<file path="src/rtl/keyer_pkg.sv">
// Shared types and constants for the iambic keyer: FSM states, element codes
// and element/gap lengths expressed in units.
package keyer_pkg;

    typedef enum logic [1:0] {
        ST_IDLE = 2'd0,
        ST_DIT  = 2'd1,
        ST_DAH  = 2'd2,
        ST_GAP  = 2'd3
    } state_e;

    localparam logic [1:0] ELEM_NONE = 2'b00;
    localparam logic [1:0] ELEM_DIT  = 2'b01;
    localparam logic [1:0] ELEM_DAH  = 2'b10;

    localparam logic [1:0] DIT_UNITS = 2'd1;
    localparam logic [1:0] DAH_UNITS = 2'd3;
    localparam logic [1:0] GAP_UNITS = 2'd1;

    function automatic logic [1:0] elemUnits(input logic [1:0] elem);
        return (elem == ELEM_DAH) ? DAH_UNITS : DIT_UNITS;
    endfunction

endpackage

</file>
<file path="src/rtl/element_timer.sv">
// Times one keyer phase of units_i x len_i clock cycles; shared by elements and gaps.
// done_o is high only on the final cycle of the phase.
module element_timer
    import keyer_pkg::*;
#(
    parameter int unsigned UnitW = 16
) (
    input  logic             clk_i,
    input  logic             rstn_i,
    input  logic             start_i,
    input  logic [UnitW-1:0] len_i,
    input  logic [1:0]       units_i,
    output logic             done_o
);

    localparam logic [UnitW-1:0] LenOne = UnitW'(1);

    logic [UnitW-1:0] len_q, len_d;
    logic [UnitW-1:0] unitCnt_q, unitCnt_d;
    logic [1:0]       units_q, units_d;
    logic [1:0]       elemCnt_q, elemCnt_d;
    logic             active_q, active_d;

    logic [UnitW-1:0] lenLast;
    logic [1:0]       unitsLast;
    logic             unitLast;
    logic             elemLast;

    // A zero length or unit count is clamped so the phase still lasts one cycle.
    assign lenLast   = (len_q == '0) ? '0 : (len_q - LenOne);
    assign unitsLast = (units_q < DIT_UNITS) ? 2'd0 : (units_q - DIT_UNITS);
    assign unitLast  = (unitCnt_q == lenLast);
    assign elemLast  = (elemCnt_q == unitsLast);
    assign done_o    = active_q & unitLast & elemLast;

    always_comb begin
        len_d     = len_q;
        units_d   = units_q;
        unitCnt_d = unitCnt_q;
        elemCnt_d = elemCnt_q;
        active_d  = active_q;
        if (start_i) begin
            len_d     = len_i;
            units_d   = units_i;
            unitCnt_d = '0;
            elemCnt_d = '0;
            active_d  = 1'b1;
        end else if (active_q) begin
            if (done_o) begin
                active_d = 1'b0;
            end else if (unitLast) begin
                unitCnt_d = '0;
                elemCnt_d = elemCnt_q + 2'd1;
            end else begin
                unitCnt_d = unitCnt_q + LenOne;
            end
        end
    end

    always_ff @(posedge clk_i or negedge rstn_i) begin
        if (!rstn_i) begin
            len_q     <= '0;
            units_q   <= '0;
            unitCnt_q <= '0;
            elemCnt_q <= '0;
            active_q  <= 1'b0;
        end else begin
            len_q     <= len_d;
            units_q   <= units_d;
            unitCnt_q <= unitCnt_d;
            elemCnt_q <= elemCnt_d;
            active_q  <= active_d;
        end
    end

endmodule

</file>
<file path="src/rtl/iambic_keyer.sv">
// Iambic paddle sequencer: arbitrates dit/dah paddles into timed key-down
// elements with inter-element gaps and optional mode-B squeeze memory.
module iambic_keyer
    import keyer_pkg::*;
#(
    parameter int unsigned UnitW = 16
) (
    input  logic             clk_i,
    input  logic             rstn_i,
    input  logic             dit_i,
    input  logic             dah_i,
    input  logic             mode_b_i,
    input  logic             en_i,
    input  logic [UnitW-1:0] unit_len_i,
    output logic             key_o,
    output logic             busy_o,
    output logic [1:0]       elem_o
);

    localparam logic [UnitW-1:0] LenOne = UnitW'(1);

    state_e           state_q, state_d;
    logic [1:0]       lastElem_q, lastElem_d;
    logic             ditMem_q, ditMem_d;
    logic             dahMem_q, dahMem_d;
    logic [UnitW-1:0] len_q, len_d;
    logic             key_q;

    logic             timerStart;
    logic [UnitW-1:0] timerLen;
    logic [1:0]       timerUnits;
    logic             timerDone;

    logic [UnitW-1:0] effLen;
    logic             inDitPhase;
    logic             inDahPhase;
    logic             reqDit;
    logic             reqDah;

    assign effLen     = (unit_len_i == '0) ? LenOne : unit_len_i;
    assign inDitPhase = (state_q == ST_DIT) || ((state_q == ST_GAP) && (lastElem_q == ELEM_DIT));
    assign inDahPhase = (state_q == ST_DAH) || ((state_q == ST_GAP) && (lastElem_q == ELEM_DAH));
    // Memories only count in mode B, even if one was set just before a mode change.
    assign reqDit     = dit_i | (ditMem_q & mode_b_i);
    assign reqDah     = dah_i | (dahMem_q & mode_b_i);

    element_timer #(
        .UnitW (UnitW)
    ) u_timer (
        .clk_i   (clk_i),
        .rstn_i  (rstn_i),
        .start_i (timerStart),
        .len_i   (timerLen),
        .units_i (timerUnits),
        .done_o  (timerDone)
    );

    always_comb begin
        state_d    = state_q;
        lastElem_d = lastElem_q;
        len_d      = len_q;
        ditMem_d   = ditMem_q;
        dahMem_d   = dahMem_q;
        timerStart = 1'b0;
        timerLen   = len_q;
        timerUnits = GAP_UNITS;

        if (mode_b_i) begin
            if (inDitPhase && dah_i) dahMem_d = 1'b1;
            if (inDahPhase && dit_i) ditMem_d = 1'b1;
        end else begin
            ditMem_d = 1'b0;
            dahMem_d = 1'b0;
        end

        unique case (state_q)
            ST_IDLE: begin
                if (en_i && dit_i)      state_d = ST_DIT;
                else if (en_i && dah_i) state_d = ST_DAH;
            end
            ST_DIT: begin
                if (timerDone) begin
                    state_d    = ST_GAP;
                    lastElem_d = ELEM_DIT;
                end
            end
            ST_DAH: begin
                if (timerDone) begin
                    state_d    = ST_GAP;
                    lastElem_d = ELEM_DAH;
                end
            end
            ST_GAP: begin
                // Alternation uses memory plus live level; repetition uses live level only.
                if (timerDone) begin
                    if (lastElem_q == ELEM_DIT) begin
                        if (en_i && reqDah)     state_d = ST_DAH;
                        else if (en_i && dit_i) state_d = ST_DIT;
                        else                    state_d = ST_IDLE;
                    end else begin
                        if (en_i && reqDit)     state_d = ST_DIT;
                        else if (en_i && dah_i) state_d = ST_DAH;
                        else                    state_d = ST_IDLE;
                    end
                end
            end
            default: state_d = ST_IDLE;
        endcase

        if (state_d != state_q) begin
            unique case (state_d)
                ST_DIT: begin
                    timerStart = 1'b1;
                    timerLen   = effLen;
                    timerUnits = elemUnits(ELEM_DIT);
                    len_d      = effLen;
                    ditMem_d   = 1'b0;
                end
                ST_DAH: begin
                    timerStart = 1'b1;
                    timerLen   = effLen;
                    timerUnits = elemUnits(ELEM_DAH);
                    len_d      = effLen;
                    dahMem_d   = 1'b0;
                end
                ST_GAP: begin
                    timerStart = 1'b1;
                    timerLen   = len_q;
                    timerUnits = GAP_UNITS;
                end
                default: begin
                    ditMem_d   = 1'b0;
                    dahMem_d   = 1'b0;
                    lastElem_d = ELEM_NONE;
                end
            endcase
        end
    end

    always_ff @(posedge clk_i or negedge rstn_i) begin
        if (!rstn_i) begin
            state_q    <= ST_IDLE;
            lastElem_q <= ELEM_NONE;
            ditMem_q   <= 1'b0;
            dahMem_q   <= 1'b0;
            len_q      <= LenOne;
            key_q      <= 1'b0;
        end else begin
            state_q    <= state_d;
            lastElem_q <= lastElem_d;
            ditMem_q   <= ditMem_d;
            dahMem_q   <= dahMem_d;
            len_q      <= len_d;
            key_q      <= (state_d == ST_DIT) || (state_d == ST_DAH);
        end
    end

    always_comb begin
        elem_o = ELEM_NONE;
        unique case (state_q)
            ST_DIT:  elem_o = ELEM_DIT;
            ST_DAH:  elem_o = ELEM_DAH;
            ST_GAP:  elem_o = lastElem_q;
            default: elem_o = ELEM_NONE;
        endcase
    end

    assign key_o  = key_q;
    assign busy_o = (state_q != ST_IDLE);

endmodule
</file>
<file path="config.mk">
export PLATFORM = sky130hd
export DESIGN_NAME = iambic_keyer
export DESIGN_NICKNAME = d
export VERILOG_FILES = /design/src/rtl/keyer_pkg.sv /design/src/rtl/element_timer.sv /design/src/rtl/iambic_keyer.sv
export SDC_FILE = /design/constraint.sdc
export NUM_CORES = 1
export LEC_CHECK = 0
export CAP_MARGIN = 20
export CORE_UTILIZATION = 35
export CTS_CLUSTER_SIZE = 30
export DETAILED_ROUTE_END_ITERATION = 6
export PLACE_DENSITY = 0.57
export SLEW_MARGIN = 25
export SYNTH_ARGS = -nofsm -noshare
export SYNTH_HDL_FRONTEND = slang
export SYNTH_SLANG_ARGS = --single-unit
</file>
<file path="constraint.sdc">
create_clock -name clk_i -period 4.2 [get_ports clk_i]
set_input_delay 0.63 -clock clk_i [delete_from_list [all_inputs] [get_ports clk_i]]
set_output_delay 0.63 -clock clk_i [all_outputs]
set_load 0.01 [all_outputs]
</file>
# == Word level (Yosys, flattened, before mapping) ==
# Index checks and enable logic that the tools add are counted.
# totals
register_bits,60
input_bits,22
out_inout_bits,4
elab_cells,102
# classes
add_sub_neg,4
magnitude_cmp,1
eq_ne,12
n_mux,44
bitwise,6
reduce_logical,24
# ops
operator,n
2-to-1 mux 16 bit,8
2-to-1 mux 2 bit,19
zero test 16 bit,2
adder 16 x 1 -> 16 bit (second input constant),1
equality test 16 bit,1
subtractor 16 x 1 -> 16 bit (second input constant),1
2-to-1 mux 1 bit,14
case mux 2 bit (3 select lines),2
equality test 2 bit (second input constant),5
logical AND 1 bit,8
OR reduction 2 bit,4
equality test 2 x 1 -> 1 bit (second input constant),3
nonzero test 2 bit,3
AND 1 bit,4
case mux 2 bit (2 select lines),1
logical OR 1 bit,3
AND reduction 3 bit,1
OR reduction 3 bit,1
adder 2 x 1 -> 2 bit (second input constant),1
equality test 2 bit,1
zero test 2 bit,1
less-than comparator 2 x 1 -> 1 bit (second input constant),1
!= test 2 bit,1
!= test 2 bit (second input constant),1
3 further kinds,4

# == Longest topological paths before layout ==
# logic_depth
word_depth,13
ltp_mapped,21
depth_no_buf,16

# == Hierarchy ==
# From an unflattened synthesis, not the netlist that was laid out.
# unflattened
hier_cells,476
area_unflattened_um2,4270.3
# by_module_without_submodules
mod,instances,cells_per_inst,area_each_um2,seq_area_each_um2
element_timer,1,355,2931.6,925.9
iambic_keyer,1,121,1338.8,576.8

# == Worst setup path before layout ==
# OpenSTA, ideal clock, no wires.
# synth_timing
path_kind,flip-flop to flip-flop
from,register u_timer.len_q[0]
to,register len_q[10]
setup_time_ns,0.131
arrival_ns,4.198
t_required_ns,4.069
setup_slack_ns,-0.129
path_stages_with_launch,21
n_path_buf,5
synth_period_minus_slack_ns,4.329
cell_sequence,dfrtp_1 -> inv_1 -> ha_1 -> or3b_1 -> buf_2 -> nor4_1 -> mux2i_1 -> xnor2_1 -> a2111oi_2 -> and4_1 -> buf_2 -> a31oi_4 -> buf_6 -> o22ai_1 -> o21ai_0 -> ha_1 -> clkbuf_1 -> nand4_1 -> clkbuf_1 -> o21ai_0 -> o22ai_2
# synth_between
elab_chain_len,11
word_cells_on_any_way,15
cone_classes,1 x add/sub; 4 x eq/ne; 6 x mux; 2 x bitwise; 2 x reduce/logical
# synth_lines
element,line,source
"start, declared",element_timer.sv:18,"logic [UnitW-1:0] len_q, len_d;"
"start signal, assigned",element_timer.sv:68,len_q <= len_d;
subtractor 16 x 1 -> 16 bit / zero test 16 bit (equally long branches),element_timer.sv:30,assign lenLast = (len_q == '0) ? '0 : (len_q - LenOne);
2-to-1 mux 16 bit *,element_timer.sv:30,
equality test 16 bit *,element_timer.sv:32,assign unitLast = (unitCnt_q == lenLast);
AND 1 bit * (2 in a row),element_timer.sv:34,assign done_o = active_q & unitLast & elemLast;
2-to-1 mux 2 bit (on tied branches),"iambic_keyer.sv:95, iambic_keyer.sv:82, iambic_keyer.sv:88",
case mux 2 bit (3 select lines) *,iambic_keyer.sv:76,unique case (state_q)
named net state_d[1],iambic_keyer.sv:22,"state_e state_q, state_d;"
equality test 2 x 1 -> 1 bit / equality test 2 bit (equally long branches),iambic_keyer.sv:111,unique case (state_d)
OR reduction 2 bit (no source line),--,
2-to-1 mux 16 bit,--,
2-to-1 mux 16 bit *,--,
"end signal, assigned",iambic_keyer.sv:146,len_q <= LenOne;
"end signal, assigned",iambic_keyer.sv:153,len_q <= len_d;
"end, declared",iambic_keyer.sv:26,"logic [UnitW-1:0] len_q, len_d;"
# The timed path passes the listed nets; every way through them passes the cells marked *.
# A chain may end at the register's enable or synchronous reset.

# == Worst setup path in the final report ==
# layout_timing
from,register u_timer.len_q[0]
to,register len_q[9]
# Same word-level chain as after synthesis.

==> metrics.cfg <==
[status]
outcome=finished, final reports clean

[route]
drc=0
routed_via_density=5.61
final_antenna_net_count=0
via_count=4163
wirelength_um=12200
dr.first_iter.drc_count=333
wl_per_cell_um=16.5
dr.pass1.iters=5

[floorplanning]
io_pins=26
start_util_pct=36.4
die_h_um=115
core_region_area_sq_um=12200
die_x_um=115
num_rows=40
dieArea_sq_um=13200

[finish]
post_route_cells_drive_above_1_share_pct=14.6
fin_area_sq_um=5340
nNetsFinal=601
n_fill_cell=1276
n_antenna_cell=0
syn2layout_area_growth_pct=20.2

[synth]
synth-seq-area-share_pct=33.8
yosysWarnings=0
synth.distinct_cells=69
syn_nets=567
synth-async-reset-ratio_pct=100
syn-cell-area_sq_um=4450
syn_avg_cell_area_sq_um=8.31
ys_seq_elements=60
synth_area_leader_cell=dfrtp_1
synthCells=535
synth_top_area_share_pct=33.2
synth-edff-count=0
synth_top_cells_by_area=dfrtp_1 (33%), o21ai_0 (5.7%), a21oi_1 (4.5%), inv_1 (3.8%), nor2_1 (3.4%)
synthFlopType=dfrtp_1

[sta]
fmax_ghz=0.252
finalClockSkew_ns=0.00742
hold_viol=0
report.final.slew_viol_count=0
worst_slew_pin_slew_ns=0.669
setup_viol=0
fin_crit_ns=3.97
timing.final.crit_share_pct=94.5
rsz0062_at_grt=no
slew_headroom_pct=55.2

[cts]
cts.sinks=60
path_clk_slew_ns=0.06
cts_hold_buf=0
h-tree-depth=3
cts_tree=built
cts_buffer_depth=2
clk_latency_ns=0.34
cts_inserted_buffers=9
cts_root_buf=clkbuf_16

[global_route]
grt.total_usage_pct=20.2
grt_pass1_vias=4045
grt_max_degree=37
grt_pass1_wl_um=20700
antenna_found_initial=0
overflow=0

[job]
drv_cap=0

[worst_setup_path]
path_common_cell=ha_1
slowest_delay_ns=0.42
crit_arrival_ns=4.18
cp_data_required_time_ns=4.41
critical_path.endpoint_type=flop
cp_num_buf_inv=2
worstSetupPathType=reg2reg
reg2reg_depth=15
crit_path_start_kind=flop
critPathSlowestCell=or3b_4
regToRegEndpoint=len_q[9]
path_cells=inv_1 > ha_1 > or3b_4 > nor4_4 > mux2i_1 > xnor2_1 > a2111oi_4 > and4_4 > a41oi_1 > o211a_1 > ha_1 > nand4_1 > buf_4 > o21ai_0 > o22ai_2
cp_top_family=simple AND/OR/NAND/NOR gates
cp_max_fo=16
ff2ff_setup_slack_ns=0.23
r2r_start=u_timer.len_q[0]

[pwr]
ir_worst_vdd_mv=0.402
p_clk_share_pct=17.3
combinationalPowerShare_pct=57.2
seqPwrFrac_pct=25.4
p_switching_mw=1.90
power_mw=4.04
cellPowerDensity_nw_per_um2=756
cellLeakagePower_nw=2.22
p_int_mw=2.14
p_sw_share_pct=47.1

[min_path]
worstHoldPathType=in2async

[placement]
placed_area_sq_um=4990
place.gp.congestion=0.879
io_buffers=25
dpl.hpwl_um=8910

registers in the layout (all words and copies together), names as in the netlist:
name and flops:
u_timer.active_q 1, u_timer.unitCnt_q 16, key_o 1, u_timer.units_q 2, u_timer.len_q 16, state_q 2, dahMem_q 1, u_timer.elemCnt_q 2
lastElem_q 2, len_q 16, ditMem_q 1
power by group through the flow:
stage | clock network [mW] | registers [mW] | logic (mW)
final | 0.699 | 1.03 | 2.31
after global routing | 0.736 | 1.06 | 2.58
after detailed placement | 0 | 1.03 | 2.24
after CTS | 0.716 | 1.02 | 2.26
after floorplan | 0 | 0.954 | 1.68
after global placement | 0 | 1.02 | 2.19
layout by cell type, fill, tap and decap left out, types with 4 or more instances in the layout:
master and count:
dfrtp_1 59, o21ai_0 47, inv_1 45, a21oi_1 40, nor2_1 40, nand2_1 32
buf_4 30, clkdlybuf4s50_1 24, a22oi_1 19, and3_1 17, nand2b_1 14, a221oi_1 11
nor3_1 10, a211oi_1 10, nand4_1 10, o22ai_2 10, ha_1 10, xnor2_1 9
nand3_1 9, clkbuf_16 9, o22ai_1 8, nor4_1 6, o21ai_1 6, or3_1 5
a21o_1 5, a41oi_1 5, and2_1 4, o21a_1 4, nand3b_1 4, xor2_1 4
o211a_1 4
worst max path at each step:
stage / startpoint / end / slack (ns) / depth (start not counted)
2_1_floorplan: u_timer.len_q[0] / len_q[4] / 0.008 / 19
3_3_place_gp: u_timer.len_q[0] / u_timer.len_q[9] / 0.01 / 16
3_5_place_dp: u_timer.len_q[0] / u_timer.len_q[9] / -0.01 / 17
4_1_cts: u_timer.len_q[0] / len_q[13] / 0.02 / 16
5_1_grt: u_timer.len_q[1] / u_timer.len_q[9] / 0.02 / 16
6_report: u_timer.len_q[0] / len_q[9] / 0.23 / 15
through the flow:
stage / TNS (ns) / hold WS (ns) / instances / utilization, % / setup slack [ns]
global route: 0 / 0.357 / 742 / 43.8 / 0.0207
global placement: 0 / 0.462 / 725 / 40.8 / 0.0146
detailed placement: -0.0174 / 0.475 / 725 / 40.8 / -0.0131
finish: 0 / 0.305 / 742 / 43.8 / 0.231
CTS: 0 / 0.324 / 741 / 43.2 / 0.0167
floorplan: 0 / 0.334 / 535 / - / 0.00795
cell type report:
| type | count | area, sq um | area share, % |
|---|---|---|---|
| tap | 168 | 210 | 3.93 |
| clock buffer | 10 | 229 | 4.29 |
| clock inverter | 6 | 50.0 | 0.937 |
| inverter | 46 | 173 | 3.23 |
| sequential | 60 | 1500 | 28.1 |
| timing repair buffer | 59 | 528 | 9.88 |
| multi-input combinational | 393 | 2650 | 49.6 |
routing by layer:
layer | wire length (um) | track usage, % | share of wire, % | vias up
met5 | 0 | 0 | 0 | -
met4 | 163 | 6.41 | 1.3 | 0
met3 | 535 | 4.34 | 4.4 | 13
met2 | 5520 | 31.8 | 45 | 101
met1 | 6000 | 27.7 | 49 | 2007
li1 | - | - | - | 2042
cells in the mapped netlist, drive strengths merged (11+ instances only):
cell    number
a221oi      11
buf         15
dfrtp       59
nor2        40
nand2b      14
nor4        11
inv         45
and3        18
o22ai       18
a21oi       41
clkbuf      21
o21ai       53
a22oi       19
nand2       32
nor3        12
cell families (layout without fill, tap and decap cells):
family                     after synthesis  after routing  share of synthesized area (%)
buffers and inverters                   82            121                           8.30
xor gates and xnor gates                13             13                           2.56
AOI/OAI and AO/OA                      198            198                           31.0
adders and majority gates               10             10                           2.81
DFF                                     60             60                           33.8
and+or+nand+nor                        169            169                           20.8
muxes                                    3              3                          0.676
timing repair:
action,4_1_cts,5_1_grt
buffers inserted,0,1
gates cloned,0,0
pin swaps,0,3
resized for setup,2,16
setup endpoints to repair,7,45
Power figures use the tool's default switching activity.
